--- src/rtl/intdiv_iter_pkg.sv ---
// Shared configuration struct, divider FSM states and the M-extension
// Funct3 encodings that the decoder and the divider agree on.
package cvw;

  typedef struct packed {
    int XLEN;
    int IDIV_BITSPERCYCLE;
  } cvw_t;

  localparam cvw_t DEFAULT_CFG = '{XLEN: 64, IDIV_BITSPERCYCLE: 1};

  typedef enum logic [1:0] {
    IDLE,
    ITER,
    DONE
  } div_state_e;

  localparam logic [2:0] F3_DIV  = 3'b100;
  localparam logic [2:0] F3_DIVU = 3'b101;
  localparam logic [2:0] F3_REM  = 3'b110;
  localparam logic [2:0] F3_REMU = 3'b111;

endpackage

--- src/rtl/intdiv_iter_step.sv ---
// One combinational restoring-division step: shift one dividend bit into the
// partial remainder, trial-subtract the divisor, and shift out a quotient bit.
module intdiv_step import cvw::*; #(
  parameter int W = 64
) (
  input  logic [W:0]   rem_in,
  input  logic [W-1:0] x_in,
  input  logic [W-1:0] div_in,
  output logic [W:0]   rem_out,
  output logic [W-1:0] x_out
);

  logic [W:0]   shifted;
  logic [W+1:0] diff;
  logic         q_bit;
  logic         unused_rem_msb;

  // The remainder stays below the divisor, so its top bit is always clear here.
  always_comb begin
    shifted = {rem_in[W-1:0], x_in[W-1]};
    diff    = {1'b0, shifted} - {2'b00, div_in};
    q_bit   = ~diff[W+1];
    rem_out = q_bit ? diff[W:0] : shifted;
    x_out   = {x_in[W-2:0], q_bit};
  end

  assign unused_rem_msb = rem_in[W];

endmodule

--- src/rtl/intdiv_iter.sv ---
// Iterative restoring divider for DIV/DIVU/REM/REMU and the RV64 word forms,
// retiring IDIV_BITSPERCYCLE quotient bits per cycle.
module intdiv_iter import cvw::*; #(
  parameter cvw_t P = DEFAULT_CFG
) (
  input  logic              clk,
  input  logic              reset,
  input  logic              Start,
  input  logic              Flush,
  input  logic [2:0]        Funct3,
  input  logic              W64,
  input  logic [P.XLEN-1:0] SrcA,
  input  logic [P.XLEN-1:0] SrcB,
  output logic              Ready,
  output logic              Busy,
  output logic              Done,
  output logic [P.XLEN-1:0] Result
);

  localparam int XLEN  = P.XLEN;
  localparam int BPC   = P.IDIV_BITSPERCYCLE;
  localparam int CNT_W = $clog2(XLEN);
  localparam int HALF  = XLEN / 2;

  div_state_e       state_q, state_d;
  logic [CNT_W-1:0] cnt_q, cnt_d;
  logic [XLEN:0]    rem_q, rem_d;
  logic [XLEN-1:0]  x_q, x_d, div_q, div_d, result_q, result_d;
  logic             quo_neg_q, quo_neg_d, rem_neg_q, rem_neg_d;
  logic             is_rem_q, is_rem_d, w_q, w_d;

  logic             w_op, op_signed, op_rem, a_neg, b_neg;
  logic [XLEN-1:0]  a_ext, b_ext, a_mag, b_mag, a_sx, min_val;

  // Word ops work on the low 32 bits, extended so one datapath serves both widths.
  always_comb begin
    w_op      = (XLEN == 64) && W64;
    op_signed = (Funct3 == F3_DIV) || (Funct3 == F3_REM);
    op_rem    = (Funct3 == F3_REM) || (Funct3 == F3_REMU);
    a_sx      = XLEN'($signed(SrcA[31:0]));
    if (w_op) begin
      a_ext   = op_signed ? a_sx : XLEN'(SrcA[31:0]);
      b_ext   = op_signed ? XLEN'($signed(SrcB[31:0])) : XLEN'(SrcB[31:0]);
      min_val = XLEN'($signed(32'h8000_0000));
    end else begin
      a_ext   = SrcA;
      b_ext   = SrcB;
      min_val = {1'b1, {(XLEN-1){1'b0}}};
    end
    a_neg = op_signed & a_ext[XLEN-1];
    b_neg = op_signed & b_ext[XLEN-1];
    a_mag = a_neg ? -a_ext : a_ext;
    b_mag = b_neg ? -b_ext : b_ext;
  end

  logic [XLEN:0]   rem_chain [BPC+1];
  logic [XLEN-1:0] x_chain   [BPC+1];

  assign rem_chain[0] = rem_q;
  assign x_chain[0]   = x_q;

  for (genvar i = 0; i < BPC; i++) begin : g_step
    intdiv_step #(.W(XLEN)) u_step (
      .rem_in  (rem_chain[i]),
      .x_in    (x_chain[i]),
      .div_in  (div_q),
      .rem_out (rem_chain[i+1]),
      .x_out   (x_chain[i+1])
    );
  end

  logic [XLEN-1:0] res_raw, res_neg, res_fin;
  logic            unused_chain_msb;

  always_comb begin
    res_raw = is_rem_q ? rem_chain[BPC][XLEN-1:0] : x_chain[BPC];
    res_neg = (is_rem_q ? rem_neg_q : quo_neg_q) ? -res_raw : res_raw;
    res_fin = w_q ? XLEN'($signed(res_neg[31:0])) : res_neg;
  end

  assign unused_chain_msb = rem_chain[BPC][XLEN];

  always_comb begin
    state_d   = state_q;
    cnt_d     = cnt_q;
    rem_d     = rem_q;
    x_d       = x_q;
    div_d     = div_q;
    quo_neg_d = quo_neg_q;
    rem_neg_d = rem_neg_q;
    is_rem_d  = is_rem_q;
    w_d       = w_q;
    result_d  = result_q;
    unique case (state_q)
      IDLE: begin
        if (Start && !Flush) begin
          // Word dividends start in the upper half so the MSB-first steps see them first.
          rem_d     = '0;
          x_d       = w_op ? (a_mag << HALF) : a_mag;
          div_d     = b_mag;
          quo_neg_d = a_neg ^ b_neg;
          rem_neg_d = a_neg;
          is_rem_d  = op_rem;
          w_d       = w_op;
          cnt_d     = CNT_W'((w_op ? 32 : XLEN) / BPC - 1);
          if (b_ext == '0) begin
            result_d = op_rem ? (w_op ? a_sx : SrcA) : '1;
            state_d  = DONE;
          end else if (op_signed && (a_ext == min_val) && (b_ext == '1)) begin
            result_d = op_rem ? '0 : a_ext;
            state_d  = DONE;
          end else begin
            state_d = ITER;
          end
        end
      end
      ITER: begin
        rem_d = rem_chain[BPC];
        x_d   = x_chain[BPC];
        cnt_d = cnt_q - CNT_W'(1);
        if (cnt_q == '0) begin
          result_d = res_fin;
          state_d  = DONE;
        end
      end
      DONE:    state_d = IDLE;
      default: state_d = IDLE;
    endcase
    if (Flush && (state_q != IDLE)) begin
      state_d  = IDLE;
      result_d = result_q;
    end
  end

  always_ff @(posedge clk or posedge reset) begin
    if (reset) begin
      state_q   <= IDLE;
      cnt_q     <= '0;
      rem_q     <= '0;
      x_q       <= '0;
      div_q     <= '0;
      quo_neg_q <= 1'b0;
      rem_neg_q <= 1'b0;
      is_rem_q  <= 1'b0;
      w_q       <= 1'b0;
      result_q  <= '0;
    end else begin
      state_q   <= state_d;
      cnt_q     <= cnt_d;
      rem_q     <= rem_d;
      x_q       <= x_d;
      div_q     <= div_d;
      quo_neg_q <= quo_neg_d;
      rem_neg_q <= rem_neg_d;
      is_rem_q  <= is_rem_d;
      w_q       <= w_d;
      result_q  <= result_d;
    end
  end

  assign Ready  = (state_q == IDLE);
  assign Busy   = (state_q != IDLE);
  assign Done   = (state_q == DONE);
  assign Result = result_q;

endmodule

--- config.mk ---
export PLATFORM = sky130hd
export DESIGN_NAME = intdiv_iter
export DESIGN_NICKNAME = d
export VERILOG_FILES = /design/src/rtl/intdiv_iter_pkg.sv /design/src/rtl/intdiv_iter_step.sv /design/src/rtl/intdiv_iter.sv
export SDC_FILE = /design/constraint.sdc
export NUM_CORES = 1
export LEC_CHECK = 0
export CELL_PAD_IN_SITES_DETAIL_PLACEMENT = 1
export CELL_PAD_IN_SITES_GLOBAL_PLACEMENT = 2
export CORE_AREA = 10 10 289 291
export DETAILED_ROUTE_END_ITERATION = 8
export DIE_AREA = 0 0 299 301
export PLACE_DENSITY = 0.7
export RECOVER_POWER = 100
export SLEW_MARGIN = 20
export SYNTH_ARGS = -nofsm -noshare
export SYNTH_HDL_FRONTEND = slang
export SYNTH_SLANG_ARGS = --single-unit
--- constraint.sdc ---
create_clock -name clk -period 14.61 [get_ports clk]
set_input_delay 3.6525 -clock clk [delete_from_list [all_inputs] [get_ports clk]]
set_output_delay 3.6525 -clock clk [all_outputs]
set_load 0.05 [all_outputs]
==> impl_metrics.tcl, run 1 <==
set metrics [dict create \
    status "finished with violations" \
    violations "max-capacitance violations, max-slew violations" \
    worst_setup_path_start_kind "primary input" \
    start_util 0.299 \
    dieArea_sq_um 90000 \
    relSlewSlack -2.22 \
    syn_area_sq_um 23200 \
    wirelength_microns 122000 \
    synth_ff_type "dfrtp_1" \
    required_ps 15070 \
    antenna_cells 0 \
    synth.ff_latch_count 268 \
    drcViolationCount 0 \
    numPortBuffers 202 \
    setup-violations-final 0 \
    critPathCaptureType "register" \
    drtIter0Drc 2016 \
    ant_nets 0 \
    power.density_nw_per_um2 233 \
    clk_pin_slew_ps 60 \
    grt_setup_unrepaired "false" \
    switchingPower_mw 3.47 \
    cap_violations 9 \
    die_w_microns 299 \
    min_period_ps 11090 \
    r2r-end "Result[38]$_DFFE_PP0P_" \
    p_seq_frac 0.206 \
    vdd_ir_drop_max_v 0.000107 \
    viasPerCell 5.87 \
    min_path_cells 2 \
    min_period_over_period 0.759 \
    synth_cell_types 109 \
    grt_pass1_vias 25066 \
    p_leak_nw 10.8 \
    cts_sinks 268 \
    p_total_mw 6.28 \
    fillers 9485 \
    area_growth_syn_to_layout_pct 16.4 \
    drt_first_pass_iters 5 \
    min_to "Result[12]$_DFFE_PP0P_" \
    r2r_cells 18 \
    hold_buffers 0 \
    insertion_delay_ps 590 \
    rows 102 \
    hold_class "reg2reg" \
    drive_gt1_frac 0.0554 \
    dp_hpwl_microns 97000 \
    r2r_slack_ps 7190 \
    syn-num-nets 3268 \
    cts_buffers 38 \
    power_frac_comb 0.642 \
    clockBufferDepth 3 \
    grt.overflow.total 0 \
    gp_congestion 0.971 \
    synthCells 3062 \
    avgSynthCellArea_sq_um 7.56 \
    cts_root_buf "clkbuf_16" \
    worst-setup-path-type "in2reg" \
    io_pins 203 \
    async_flop_share 1.00 \
    finalHoldViolCount 0 \
    routedWlPerCell_microns 29.1 \
    nets 3335 \
    grt_usage 0.261 \
    core_sq_um 77300 \
    utilization 0.349 \
    die_y_microns 301 \
    critPathMaxFanout 69 \
    reg2reg_from "div_q[36]$_DFFE_PP0P_" \
    worst_slew_pin_slew_ps 4820 \
    tritoncts "built" \
    h-tree-depth 2 \
    clkPwrFrac 0.152 \
    drv_slew 577 \
    synth_edf_count 0 \
    timing.setup.tns_ps 0 \
    finalClockSkew_ps 32.4 \
    grt_antenna_before_repair 10 \
    fmax_mhz 90.1 \
    grt_start_max_net_pins 152 \
    netSwitchingFraction 0.552 \
    p_int_mw 2.81 \
    cp_data_arrival_time_ps 11550 \
    yosysWarnings 0 \
    cts.repair.resized 0 \
    vias 24616 \
    synth-seq-area-share 0.290 \
    grt_pass1_wl_microns 177000 \
    cts_setup_buffers 0 \
    worstHoldStart "Result[12]$_DFFE_PP0P_" \
]
## synthesized netlist by cell type (21+ instances only)
library cell / count / area share
nand2_1: 358 / 0.058
o21ai_0: 324 / 0.070
a21oi_1: 307 / 0.066
nor2_1: 290 / 0.047
dfrtp_1: 268 / 0.29
clkbuf_1: 126 / 0.020
inv_1: 110 / 0.018
xnor2_1: 103 / 0.039
xor2_1: 102 / 0.039
nor3_1: 71 / 0.015
ha_1: 69 / 0.037
nand4_1: 60 / 0.016
nand3_1: 57 / 0.012
a31oi_1: 51 / 0.014
a21o_1: 43 / 0.014
o31ai_1: 42 / 0.014
o21ai_1: 38 / 0.0082
buf_2: 37 / 0.0080
a22oi_1: 36 / 0.012
o21a_1: 32 / 0.010
a211oi_1: 29 / 0.0094
nor4_1: 28 / 0.0076
a22o_1: 25 / 0.0095
mux2i_1: 25 / 0.011
o22ai_1: 23 / 0.0062
o211ai_1: 21 / 0.0068
## worst max-delay path by stage
stage                         from  slack (ps)  cells past startpoint                endpoint
after floorplan              reset        3580                      1   Result[0]$_DFFE_PP0P_
after global placement    SrcB[10]        5500                     15  Result[56]$_DFFE_PP0P_
after detailed placement  SrcB[10]        5380                     15  Result[43]$_DFFE_PP0P_
after CTS                 SrcB[10]        5960                     15  Result[58]$_DFFE_PP0P_
after global routing           W64        3080                     13  Result[40]$_DFFE_PP0P_
final                          W64        3520                     12     x_q[49]$_DFFE_PP0P_
## flip-flops by register name, summed over array words and instances (netlist names)
register   count
is_rem_q       1
x_q           64
quo_neg_q      1
Result        64
cnt_q          6
w_q            1
rem_neg_q      1
state_q        2
div_q         64
rem_q         64
## metrics by stage
stage / setup WS, ps / cell area [sq um] / cells / hold WS (ps)
floorplan: 3580 / 23200 / 3062 / 449
global placement: 5500 / 25800 / 4129 / 470
detailed placement: 5380 / 25800 / 4129 / 474
CTS: 5960 / 27000 / 4196 / 486
global route: 3080 / 27000 / 4196 / 500
finish: 3520 / 27000 / 4196 / 481
## worst max-delay path, stage by stage
cell      delay, ps
buf_4           270
clkbuf_1       2390
inv_1          1380
clkbuf_1        870
nand2_1         550
nand2_1          90
nand2_1         250
clkbuf_1        660
a41oi_1         120
xnor2_1         630
a221oi_1        210
a221o_1         420
## placed cells by master, fill, tap and decap left out, types with 58 or more instances in the layout
cell type / count
nor3_1: 72
nand2_1: 358
clkdlybuf4s50_1: 131
o21ai_0: 340
inv_1: 109
xnor2_1: 103
nand4_1: 60
ha_1: 69
nand3_1: 58
dlygate4sd3_1: 70
xor2_1: 102
nor2_1: 291
dfrtp_1: 267
a21oi_1: 306
## cell families (layout without fill, tap and decap cells)
logic type / count (synthesis) / after routing / synth area share
simple gates: 1034 / 1034 / 0.211
fa+ha+maj: 70 / 70 / 0.0381
compound gates: 1128 / 1128 / 0.304
mux: 37 / 37 / 0.0170
xor+xnor: 205 / 205 / 0.0775
buf+inv: 320 / 414 / 0.0628
flops: 268 / 268 / 0.290
## power by group through the flow
| stage | clock, mW | combinational [mW] | sequential (mW) |
|---|---|---|---|
| after floorplan | 0 | 2.45 | 1.39 |
| after global placement | 0 | 3.96 | 1.29 |
| after detailed placement | 0 | 4.00 | 1.30 |
| after CTS | 0.977 | 4.03 | 1.29 |
| after global routing | 1.00 | 4.33 | 1.31 |
| final | 0.957 | 4.03 | 1.29 |
## area by class of cell
class	count	area, sq um	share of cell area
flip-flops and latches	268	6710	0.249
repair buffers	237	2260	0.0837
well taps	1040	1300	0.0483
inverters	110	414	0.0154
clock buffers	54	1110	0.0413
multi-input cells	2474	15000	0.557
clock inverters	13	143	0.00529
## per-layer routing
metal | wire length (microns) | GRT usage
met5 | 34 | 0
met4 | 2940 | 0.0598
met3 | 6680 | 0.0343
met2 | 56900 | 0.427
met1 | 55800 | 0.361
Power figures use the tool's default switching activity.
==> run 2: changes to the inputs <==
==> constraint.sdc (replaced) <==
create_clock -name clk -period 11.3 [get_ports clk]
set_input_delay 2.825 -clock clk [delete_from_list [all_inputs] [get_ports clk]]
set_output_delay 2.825 -clock clk [all_outputs]
set_load 0.05 [all_outputs]
==> impl_metrics.tcl, run 2 (same netlist as run 1, synthesis figures left out) <==
set metrics [dict create \
    mostFrequentLayoutCells "nand2_1, o21ai_0, a21oi_1" \
    grt_usage 0.260 \
    met1_length_microns 55500 \
    grt.overflow.total 0 \
    start_util 0.299 \
    p_leak_nw 10.8 \
    min_period_ps 9180 \
    drcViolationCount 0 \
    grt_start_max_net_pins 152 \
    numPortBuffers 202 \
    grt_pass1_wl_microns 177000 \
    relSlewSlack -2.51 \
    cts_buffers 38 \
    area_growth_syn_to_layout_pct 16.0 \
    power.density_nw_per_um2 300 \
    die_w_microns 299 \
    gp_congestion 0.973 \
    fillers 9484 \
    pre_cts_slack_ps 2840 \
    violations "max-capacitance violations, max-slew violations" \
    finalHoldViolCount 0 \
    rows 102 \
    drtIter0Drc 2199 \
    cp_common_cell "o21ai_0" \
    worst_setup_path_start_kind "primary input" \
    setup-violations-final 0 \
    drv_slew 539 \
    viasPerCell 5.88 \
    design_area_sq_um 26900 \
    cap_violations 9 \
    postPlaceCellArea_sq_um 25800 \
    io_pins 203 \
    grt_setup_unrepaired "false" \
    h-tree-depth 2 \
    finalClockSkew_ps 39.6 \
    nets 3337 \
    ant_nets 0 \
    grt_pass1_vias 24800 \
    clk_pin_slew_ps 60 \
    vias 24670 \
    fmax_mhz 109 \
    cp_data_arrival_time_ps 9670 \
    setup_slack_ps 2120 \
    worst-setup-path-type "in2reg" \
    hold_class "reg2reg" \
    dr_wl_met3_microns 6680 \
    worst_slew_pin_slew_ps 5270 \
    wl_met2_microns 56600 \
    dp_hpwl_microns 97200 \
    timing.setup.tns_ps 0 \
    dieArea_sq_um 90000 \
    final_common_cell "nand2_1" \
    core_sq_um 77300 \
    maxUsedRoutingLayer "met5" \
    hold_buffers 0 \
    critPathCaptureType "register" \
    cts_sinks 268 \
    whs_ps 481 \
    routedWlPerCell_microns 29.1 \
    drive_gt1_frac 0.0542 \
    required_ps 11790 \
    cts_setup_buffers 0 \
    slowest_delay_ps 900 \
    crit_slowest_cell "nand3_1" \
    insertion_delay_ps 580 \
    vdd_ir_drop_max_v 0.000159 \
    drt_first_pass_iters 8 \
    cts.repair.resized 0 \
    path_cells "dlygate4sd3_1 > or4_1 > nor4_1 > or4b_1 > nor3_1 > and4b_1 > and2b_1 > o21ai_0 > o21bai_1 > nand2_1 > nand3_1 > buf_4 > nor2_1 > a21oi_1 > o21ai_0" \
    grt_antenna_before_repair 8 \
    p_total_mw 8.07 \
    tritoncts "built" \
    wirelength_microns 122000 \
    critPathMaxFanout 75 \
    clockBufferDepth 3 \
    die_y_microns 301 \
    min_period_over_period 0.813 \
    cts_root_buf "clkbuf_16" \
    status "finished with violations" \
]
==> run 2: cell types whose count changed in the layout (fill, tap and decap cells not counted), sizes merged <==
cell           change
diode              +2
inv                +1
buf                +3
clkdlybuf4s50      -1
dlygate4sd3        +1
clkbuf             -3
==> run 2: layer usage <==
| metal | vias up | GRT usage |
|---|---|---|
| met5 | - | 0 |
| met4 | 6 | 0.0737 |
| met3 | 158 | 0.0343 |
| met2 | 735 | 0.422 |
| met1 | 12513 | 0.358 |
| li1 | 11258 | - |
==> run 2: layout make-up <==
type | instances | area, sq um | share of cell area
Multi-Input combinational cell | 2474 | 15000 | 0.557
Sequential cell | 268 | 6710 | 0.250
Timing Repair Buffer | 239 | 2280 | 0.0847
Tap cell | 1040 | 1300 | 0.0484
Clock buffer | 52 | 1070 | 0.0400
Inverter | 110 | 414 | 0.0154
Clock inverter | 14 | 129 | 0.00480
Antenna cell | 2 | 5.00 | 0.000186
==> run 2: power by group <==
| group | total, mW | switching (mW) | internal [mW] |
|---|---|---|---|
| combinational | 5.19 | 3.57 | 1.62 |
| clock | 1.21 | 0.499 | 0.709 |
| sequential | 1.68 | 0.387 | 1.29 |
==> run 2: through the flow <==
| stage | utilization | instances |
|---|---|---|
| detailed placement | 0.334 | 4131 |
| global route | 0.347 | 4197 |
| CTS | 0.349 | 4197 |
| floorplan | - | 3062 |
| finish | 0.347 | 4199 |
| global placement | 0.334 | 4131 |
==> run 2: path summary, 6_finish.rpt <==
check / endpoint / slack [ps] / startpoint / cells past startpoint
max: Result[36]$_DFFE_PP0P_ / 2120 / SrcB[18] / 15
min: div_q[45]$_DFFE_PP0P_ / 480 / div_q[45]$_DFFE_PP0P_ / 2
max reg2reg: Result[38]$_DFFE_PP0P_ / 4460 / rem_q[36]$_DFFE_PP0P_ / 17
min reg2reg: div_q[45]$_DFFE_PP0P_ / 480 / div_q[45]$_DFFE_PP0P_ / 2
max in group asynchronous: div_q[2]$_DFFE_PP0P_ / 3350 / reset / 3
min in group asynchronous: Result[13]$_DFFE_PP0P_ / 4280 / reset / 2
==> run 2: critical path, delay by kind of cell <==
kind	cells	cell delay, ps
and+or+nand+nor	9	4450
AOI/OAI and AO/OA	4	1000
buffers and inverters	2	1350
